## config.mk

```make
export PLATFORM = sky130hd
export DESIGN_NAME = regfile_wb_queue
export DESIGN_NICKNAME = d
export VERILOG_FILES = /design/src/rtl/regfile_wb_pkg.sv /design/src/rtl/regfile_wb_bypass.sv /design/src/rtl/regfile_wb_queue.sv
export SDC_FILE = /design/constraint.sdc
export NUM_CORES = 1
export LEC_CHECK = 0
export ABC_AREA = 1
export CORE_MARGIN = 5
export CORE_UTILIZATION = 30
export DETAILED_ROUTE_END_ITERATION = 7
export GPL_TIMING_DRIVEN = 1
export PLACE_DENSITY = 0.58
export SLEW_MARGIN = 30
export SYNTH_ARGS = -nofsm -noshare
export SYNTH_HDL_FRONTEND = slang
export SYNTH_SLANG_ARGS = --single-unit
```

## constraint.sdc

```tcl
create_clock -name clk_i -period 3.12 [get_ports clk_i]
set_clock_uncertainty 0.05 [all_clocks]
set_input_delay 0.624 -clock clk_i [delete_from_list [all_inputs] [get_ports clk_i]]
set_output_delay 0.624 -clock clk_i [all_outputs]
set_load 0.02 [all_outputs]
```

## src/rtl/regfile_wb_pkg.sv

```systemverilog
// Shared types for the register-file write-back queue: entry payload, address width
// and the core configuration record that supplies the commit port count.
package regfile_wb_pkg;

  localparam int unsigned REG_ADDR_WIDTH    = 5;
  localparam int unsigned WB_MAX_DATA_WIDTH = 64;

  // Entry payload; data is held at the widest supported register width.
  typedef struct packed {
    logic                         valid;
    logic [REG_ADDR_WIDTH-1:0]    addr;
    logic [WB_MAX_DATA_WIDTH-1:0] data;
  } wb_entry_t;

  typedef struct packed {
    int unsigned NrCommitPorts;
  } cva6_cfg_t;

  localparam cva6_cfg_t cva6_cfg_empty = '{NrCommitPorts: 2};

endpackage

```

## src/rtl/regfile_wb_bypass.sv

```systemverilog
// Youngest-match search of pending write-back entries for each operand read port.
// Only built when REGFILE_WB_BYPASS_EN is defined.
`ifdef REGFILE_WB_BYPASS_EN
module regfile_wb_bypass
  import regfile_wb_pkg::*;
#(
  parameter  int unsigned DATA_WIDTH    = 32,
  parameter  int unsigned DEPTH         = 4,
  parameter  int unsigned NR_READ_PORTS = 2,
  localparam int unsigned PTR_W         = $clog2(DEPTH)
) (
  input  wb_entry_t                                        entries_i [DEPTH],
  input  logic [PTR_W-1:0]                                 head_i,
  input  logic [NR_READ_PORTS-1:0][REG_ADDR_WIDTH-1:0]     raddr_i,
  output logic [NR_READ_PORTS-1:0]                         hit_o,
  output logic [NR_READ_PORTS-1:0][DATA_WIDTH-1:0]         data_o
);

  logic [PTR_W-1:0] slot_c;

  // Walk entries oldest to youngest so the last match wins.
  always_comb begin
    hit_o  = '0;
    data_o = '0;
    slot_c = '0;
    for (int unsigned r = 0; r < NR_READ_PORTS; r++) begin
      for (int unsigned j = 0; j < DEPTH; j++) begin
        slot_c = head_i + PTR_W'(j);
        if (entries_i[slot_c].valid && (entries_i[slot_c].addr == raddr_i[r])) begin
          hit_o[r]  = 1'b1;
          data_o[r] = DATA_WIDTH'(entries_i[slot_c].data);
        end
      end
    end
  end

endmodule
`endif

```

## src/rtl/regfile_wb_queue.sv

```systemverilog
// Write-back queue between the commit stage and the register file, with optional
// operand bypass of pending writes (enabled by macro REGFILE_WB_BYPASS_EN).
module regfile_wb_queue
  import regfile_wb_pkg::*;
#(
  parameter  cva6_cfg_t   CVA6Cfg       = cva6_cfg_empty,
  parameter  int unsigned DATA_WIDTH    = 32,
  parameter  int unsigned DEPTH         = 4,
  parameter  int unsigned NR_READ_PORTS = 2,
  parameter  bit          ZERO_REG_ZERO = 1'b0,
  localparam int unsigned NCP           = CVA6Cfg.NrCommitPorts,
  localparam int unsigned PTR_W         = $clog2(DEPTH),
  localparam int unsigned CNT_W         = $clog2(DEPTH) + 1
) (
  input  logic                                         clk_i,
  input  logic                                         rst_ni,
  input  logic [NCP-1:0]                               commit_we_i,
  input  logic [NCP-1:0][REG_ADDR_WIDTH-1:0]           commit_waddr_i,
  input  logic [NCP-1:0][DATA_WIDTH-1:0]               commit_wdata_i,
  output logic                                         commit_ready_o,
  input  logic                                         rf_ready_i,
  output logic [NCP-1:0]                               rf_we_o,
  output logic [NCP-1:0][REG_ADDR_WIDTH-1:0]           rf_waddr_o,
  output logic [NCP-1:0][DATA_WIDTH-1:0]               rf_wdata_o,
  input  logic [NR_READ_PORTS-1:0][REG_ADDR_WIDTH-1:0] byp_raddr_i,
  output logic [NR_READ_PORTS-1:0]                     byp_hit_o,
  output logic [NR_READ_PORTS-1:0][DATA_WIDTH-1:0]     byp_data_o,
  output logic [CNT_W-1:0]                             count_o,
  output logic                                         empty_o
);

  logic [PTR_W-1:0]          head_q, head_d;
  logic [PTR_W-1:0]          tail_q, tail_d;
  logic [CNT_W-1:0]          count_q, count_d;
  logic [DEPTH-1:0]          valid_q, valid_d;
  logic [REG_ADDR_WIDTH-1:0] addr_q [DEPTH];
  logic [REG_ADDR_WIDTH-1:0] addr_d [DEPTH];
  logic [DATA_WIDTH-1:0]     data_q [DEPTH];
  logic [DATA_WIDTH-1:0]     data_d [DEPTH];

  logic [NCP-1:0]            enq_we_c;
  logic [CNT_W-1:0]          n_enq_c;
  logic [CNT_W-1:0]          n_deq_c;
  logic [PTR_W-1:0]          enq_slot_c;
  logic [PTR_W-1:0]          deq_slot_c;
  logic [PTR_W-1:0]          out_slot_c;
  wb_entry_t                 entry_c [DEPTH];

  // Space check uses only the registered count; a drain in the same cycle is not credited.
  assign commit_ready_o = rst_ni && ((CNT_W'(DEPTH) - count_q) >= CNT_W'(NCP));
  assign count_o        = count_q;
  assign empty_o        = (count_q == '0);

  always_comb begin
    enq_we_c = '0;
    for (int unsigned p = 0; p < NCP; p++) begin
      enq_we_c[p] = commit_ready_o && commit_we_i[p]
                    && !(ZERO_REG_ZERO && (commit_waddr_i[p] == '0));
    end
  end

  // Pointer, occupancy and storage update: pop from head, push packed at tail.
  always_comb begin
    head_d     = head_q;
    tail_d     = tail_q;
    count_d    = count_q;
    valid_d    = valid_q;
    addr_d     = addr_q;
    data_d     = data_q;
    n_enq_c    = '0;
    n_deq_c    = '0;
    enq_slot_c = '0;
    deq_slot_c = '0;

    if (rf_ready_i) begin
      n_deq_c = (count_q < CNT_W'(NCP)) ? count_q : CNT_W'(NCP);
    end
    for (int unsigned k = 0; k < NCP; k++) begin
      if (CNT_W'(k) < n_deq_c) begin
        deq_slot_c          = head_q + PTR_W'(k);
        valid_d[deq_slot_c] = 1'b0;
      end
    end

    // Ready guarantees the tail slots are free, so they never alias popped slots.
    for (int unsigned p = 0; p < NCP; p++) begin
      if (enq_we_c[p]) begin
        enq_slot_c          = tail_q + PTR_W'(n_enq_c);
        valid_d[enq_slot_c] = 1'b1;
        addr_d[enq_slot_c]  = commit_waddr_i[p];
        data_d[enq_slot_c]  = commit_wdata_i[p];
        n_enq_c             = n_enq_c + CNT_W'(1);
      end
    end

    head_d  = head_q + PTR_W'(n_deq_c);
    tail_d  = tail_q + PTR_W'(n_enq_c);
    count_d = count_q + n_enq_c - n_deq_c;
  end

  always_ff @(posedge clk_i or negedge rst_ni) begin
    if (!rst_ni) begin
      head_q  <= '0;
      tail_q  <= '0;
      count_q <= '0;
      valid_q <= '0;
    end else begin
      head_q  <= head_d;
      tail_q  <= tail_d;
      count_q <= count_d;
      valid_q <= valid_d;
    end
  end

  // Payload storage is deliberately left out of reset.
  always_ff @(posedge clk_i) begin
    addr_q <= addr_d;
    data_q <= data_d;
  end

  always_comb begin
    for (int unsigned i = 0; i < DEPTH; i++) begin
      entry_c[i].valid = valid_q[i];
      entry_c[i].addr  = addr_q[i];
      entry_c[i].data  = WB_MAX_DATA_WIDTH'(data_q[i]);
    end
  end

  // Register-file ports present the oldest entries, port 0 oldest.
  always_comb begin
    rf_we_o    = '0;
    rf_waddr_o = '0;
    rf_wdata_o = '0;
    out_slot_c = '0;
    for (int unsigned k = 0; k < NCP; k++) begin
      out_slot_c    = head_q + PTR_W'(k);
      rf_we_o[k]    = rf_ready_i && (CNT_W'(k) < count_q) && entry_c[out_slot_c].valid;
      rf_waddr_o[k] = entry_c[out_slot_c].addr;
      rf_wdata_o[k] = DATA_WIDTH'(entry_c[out_slot_c].data);
    end
  end

`ifdef REGFILE_WB_BYPASS_EN
  regfile_wb_bypass #(
    .DATA_WIDTH    (DATA_WIDTH),
    .DEPTH         (DEPTH),
    .NR_READ_PORTS (NR_READ_PORTS)
  ) u_bypass (
    .entries_i (entry_c),
    .head_i    (head_q),
    .raddr_i   (byp_raddr_i),
    .hit_o     (byp_hit_o),
    .data_o    (byp_data_o)
  );
`else
  // Without bypass the reader stalls until the queue is empty.
  logic byp_unused_c;
  assign byp_unused_c = ^byp_raddr_i;
  assign byp_hit_o    = '0;
  assign byp_data_o   = '0;
`endif

  a_hold_when_stalled: assert property (@(posedge clk_i) disable iff (!rst_ni)
    ((|commit_we_i) && !commit_ready_o) |=>
      ($stable(commit_we_i) && $stable(commit_waddr_i) && $stable(commit_wdata_i)));

  a_no_overflow: assert property (@(posedge clk_i) disable iff (!rst_ni)
    count_q <= CNT_W'(DEPTH));

  a_no_underflow: assert property (@(posedge clk_i) disable iff (!rst_ni)
    n_deq_c <= count_q);

endmodule
```

======== Word level (Yosys, flattened, before mapping) ========
Cells that the tools add are included.
cells by class
  add/subtract/negate cells ............... 8
  $lt $le $gt $ge ......................... 20
  muxes and demuxes ....................... 38
  bitwise logic cells ..................... 10
  reductions and logical operators ........ 14
operator list
  kind                                                               number
  binary-select mux 70 bit (select 2 bit)                            2
  2-to-1 mux 70 bit                                                  4
  bitwise mux 128 bit                                                2
  2-to-1 mux 128 bit                                                 2
  demux 32 bit (select 2 bit)                                        2
  2-to-1 mux 32 bit                                                  2
  bitwise mux 20 bit                                                 2
  2-to-1 mux 20 bit                                                  2
  demux 5 bit (select 2 bit)                                         2
  2-to-1 mux 4 bit                                                   4
  logical AND 1 bit                                                  13
  greater-or-equal comparator 3 bit, second input constant           4
  < comparator 1 x 3 -> 1 bit, first input constant                  4
  < comparator 2 x 3 -> 1 bit, second input constant                 4
  inverter 2 -> 3 bit                                                4
  2-to-1 mux 5 bit                                                   2
  2-to-1 mux 3 bit                                                   3
  bitwise AND 4 bit                                                  2
  demux 1 bit (select 2 bit)                                         4
  greater-or-equal comparator 2 x 1 -> 1 bit, second input constant  4
  inverter 4 bit                                                     2
  bitwise OR 4 bit                                                   2
  adder 2 bit                                                        3
  < comparator 3 x 1 -> 1 bit, second input constant                 2
  9 further kinds                                                    13
word-level totals
  register bits ........................... 159
  input port bits ......................... 89
  output and inout bits ................... 147
  word-level logic and storage cells ...... 102

======== Depth between registers and ports, before layout ========
  word-level depth ........................ 13
  depth in mapped cells ................... 16
  mapped depth without buffers ............ 15

======== Worst setup path before layout ========
OpenSTA, ideal clock, no wires.
  path kind ............................... flip-flop to flip-flop
  start point ............................. register count_q[0] (netlist: count_o[0])
  end point ............................... register count_q[2] (netlist: count_o[2])
  setup time .............................. 0.131 ns
  data arrival time ....................... 3.226 ns
  data required time ...................... 2.939 ns
  path slack .............................. -0.288 ns
  stages on the path, launching flop included .. 14
  buffers on the path ..................... 1
  period minus slack after synthesis ...... 3.408 ns
  path through ............................ dfrtp_1 -> inv_1 -> ha_1 -> ha_1 -> nand3_2 -> nand2_1 -> nor2_2 -> clkbuf_1 -> ha_1 -> inv_1 -> fa_1 -> fa_1 -> xnor2_1 -> xor2_1
between the ends
  word-level cells in the longest chain between the ends .. 9
  elaborated cells on any way between the ends .. 13
  those cells by class .................... 4 x add/sub; 2 x order compare; 4 x mux; 3 x reduce/logical
RTL lines
  element                                     line                     source
  start: declaration                          regfile_wb_queue.sv:34   logic [CNT_W-1:0] count_q, count_d;
  start signal: assignment                    regfile_wb_queue.sv:110  count_q <= count_d;
  subtractor 3 bit                            regfile_wb_queue.sv:50   assign commit_ready_o = rst_ni && ((CNT_W'(DEPTH) - count_q) >= CNT_W'(NCP));
  greater-or-equal comparator 3 x 2 -> 1 bit  regfile_wb_queue.sv:50
  logical AND 1 bit                           regfile_wb_queue.sv:50
  logical AND 1 bit                           regfile_wb_queue.sv:57   enq_we_c[p] = commit_ready_o && commit_we_i[p]
  2-to-1 mux 1 bit                            regfile_wb_queue.sv:87   if (enq_we_c[p]) begin
  adder 3 x 1 -> 3 bit                        regfile_wb_queue.sv:92   n_enq_c = n_enq_c + CNT_W'(1);
  2-to-1 mux 3 bit                            regfile_wb_queue.sv:87
  adder 3 bit                                 regfile_wb_queue.sv:98   count_d = count_q + n_enq_c - n_deq_c;
  subtractor 3 bit *                          regfile_wb_queue.sv:98
  via count_d[2]                              regfile_wb_queue.sv:34
The timed path passes the listed nets; every way through them passes the cells marked *.

==> results by group <==
Die
  • I/O Pins: 236
  • Row cnt: 72
  • Die X: 207 um
  • Total die area: 43,000 um2
  • Core area: 38,600 um2
  • DIE HEIGHT: 207 um
  • Initial Util: 30.3%

Timing
  • Final Setup Violations: 1
  • Post-Route Setup TNS: -0.0207 ns
  • Worst-margin pin slew: 0.866 ns
  • Period utilisation layout: 101%
  • Final Max Tran Viols: 0
  • Fmax achieved: 318 MHz
  • Final Hold Violating Endpoints: 0
  • Hold Slack: 0.468 ns
  • Final setup margin: -0.0207 ns
  • Max-Slew Margin vs Limit: 42.2%
  • Min Tclk post-route: 3.14 ns
  • RSZ-0062 raised after global routing: yes

Clocking
  • Clock sink count: 159
  • Clk root buf: clkbuf_16
  • TritonCTS clock tree: done
  • Clock Latency Late Sink: 0.44 ns
  • Worst-path clk slew: 0.07 ns
  • CTS Buffer Depth: 2
  • CTS Buf Count: 17
  • H-tree Lvls: 4

Global routing
  • Largest net degree at the start of global routing: 153
  • Initial antenna violation count: 2
  • Remaining Overflow, GRT: 0
  • Total GRT Usage: 21.5%
  • First-pass GRT wire length: roughly 74,000 um
  • Vias in the first global route: about 13k

Setup path
  • Buf/Inv on CP: 4
  • Worst r2r src: count_o[0]$_DFF_PN0_
  • Critical-path top delay cell: dfrtp_4
  • Sequence of cells on the critical path: inv_4 > ha_2 > inv_2 > buf_12 > o21ai_0 > o22ai_1 > clkdlybuf4s15_2
  • WS Path Type: flop to primary output
  • Critical Path Start: head_q[0]$_DFF_PN0_
  • Top Family by Delay on Critical Path: buffers and inverters
  • Crit path max fanout: 19
  • CP Data Required Time: 2.45 ns
  • CP max stage delay: about 0.52 ns
  • Crit start category: flop
  • Critical Path AT: roughly 2.5 ns
  • Worst Setup End Kind: primary output

Route
  • Avg Vias per Cell: around 5
  • DRC violations left: 0
  • Starting DRT DRC Count: 1,150
  • Drt first pass iters: 6
  • Routed WL: 48,900 um
  • WL per Instance: 18.0 um
  • Antenna Nets Post-Route: 0
  • Routed via count: 13.7k

Place
  • Post-DP HPWL: ~28,000 um
  • Port bufs: ~160
  • Gpl congestion: 0.793
  • Post-place setup slack: 0.00969 ns

Synthesis
  • Area contributors post-synth: dfxtp_1 25%, nand2_1 21%, nor2_1 19%
  • Synth warnings: 0
  • Synth area leader: dfxtp_1
  • Ys flop type: dfxtp_1
  • Synth Instances: between 2k and 2.5k
  • Count leader, synth: nand2_1
  • Sequential-to-total area share from yosys stat: 27.7%
  • Avg Inst Size Synth: 5.57 um2
  • Post-synth top cells: 645 x nand2_1, 593 x nor2_1, 280 x o21ai_0, 148 x dfxtp_1, 90 x clkbuf_1
  • Synth top area share: 25.4%
  • Synth unique cells: 29
  • Synth Register Bits: 159
  • Ys async rst share: under 10%
  • Syn Std Cell Area: 11,700 um2
  • EDFF count, synth: 0

Power
  • Leakage: 7.09 nW
  • PwrDens: about 1400 nW/um2
  • Worst IR Drop VDD: ~0.00070 V

Finish
  • Share of layout cells above drive strength 1: 6.82%
  • Layout Nets: 2,289
  • Diodes inserted: 0
  • P&R area growth vs syn: 22.1%

Min path
  • Worst Hold Class: flop to flop
  • HP Start: valid_q[3]$_DFF_PN0_

Run
  • Max-capacitance violation count: 0

Status
  • Status: finished with violations
  • Failing checks: negative setup slack
## tightest hold or removal path, stage by stage, from the launching register on
cell and delay [ns]:
dfrtp_1 0.34, nand3_1 0.08, nand3_1 0.06
## kinds of logic (layout without fill, tap and decap cells)
| logic type | after synthesis | count (layout) | synth area share [%] |
|---|---|---|---|
| fa+ha+maj | 15 | 15 | 1.73 |
| flops | 159 | 159 | 27.7 |
| xor+xnor | 7 | 7 | 0.589 |
| other cells | 1 | 66 | 0.0321 |
| simple gates | 1264 | 1264 | 41.1 |
| compound gates | 380 | 380 | 17.1 |
| buf+inv | 273 | 307 | 11.7 |
## worst paths after layout
| kind | slack, ns | cells after the start | end |
|---|---|---|---|
| max in group asynchronous | 2.23 | 2 | head_q[0]$_DFF_PN0_ |
| worst min register to register | 0.47 | 2 | valid_q[3]$_DFF_PN0_ |
| worst max-delay path | -0.02 | 7 | rf_wdata_o[51] |
| worst min-delay path | 0.47 | 2 | valid_q[3]$_DFF_PN0_ |
| worst max register to register | 0.21 | 15 | count_o[2]$_DFF_PN0_ |
| min in group asynchronous | 0.59 | 2 | count_o[2]$_DFF_PN0_ |
## metrics by stage
step                cells  power, mW  cell area, um2  utilization [%]
global route         2716       21.4           14300             37.0
finish               2716       19.8           14300             37.0
global placement     2681       17.5           13700             35.5
floorplan            2164       12.5           12000                -
detailed placement   2681       17.9           13700             35.5
CTS                  2715       19.8           14300             37.0
## cell type report
| class | instances | area [um2] |
|---|---|---|
| flip-flops and latches | 159 | 3250 |
| clock inverters | 14 | 109 |
| clock buffers | 18 | 429 |
| multi-input cells | 1732 | 7420 |
| well taps | 518 | 648 |
| repair buffers | 214 | 2170 |
| inverters | 61 | 231 |
| fillers | 4167 | 24300 |
## cells in the final DEF, fill, tap and decap left out, types with 15 or more instances in the layout
master           count
clkbuf_2            19
o21ai_1             20
clkbuf_16           18
dfxtp_1            148
nand2_1            641
o21ai_0            280
nor2_1             592
clkdlybuf4s50_1    100
conb_1              66
o22ai_1             69
dlymetal6s2s_1      15
buf_4               34
inv_1               57
## routing by layer
| metal | part of all wire [%] | GRT usage (%) | wire length [um] |
|---|---|---|---|
| met5 | 0.049 | 0 | 24 |
| met4 | 3.0 | 7.80 | 1470 |
| met3 | 8.7 | 4.23 | 4230 |
| met2 | 47 | 37.0 | 22900 |
| met1 | 41 | 26.9 | 20200 |
## power by group
part / leakage [nW] / switching, mW / internal (mW)
logic: 5.46 / 8.81 / 4.81
clock network: 0.258 / 1.00 / 1.03
registers: 1.37 / 1.02 / 3.14
## flip-flops by register name, indices dropped and copies added, names as in the netlist
signal and cells:
data_q 128, valid_q 4, head_q 2, tail_q 2
addr_q 20, count_o 3
## what timing repair did
item	CTS	global route
buffers inserted	0	0
resized for setup	70	73
endpoints found under the setup margin	77	55
hold buffers	0	0
gates cloned	2	1
pin swaps	0	4
Power figures use the tool's default switching activity.
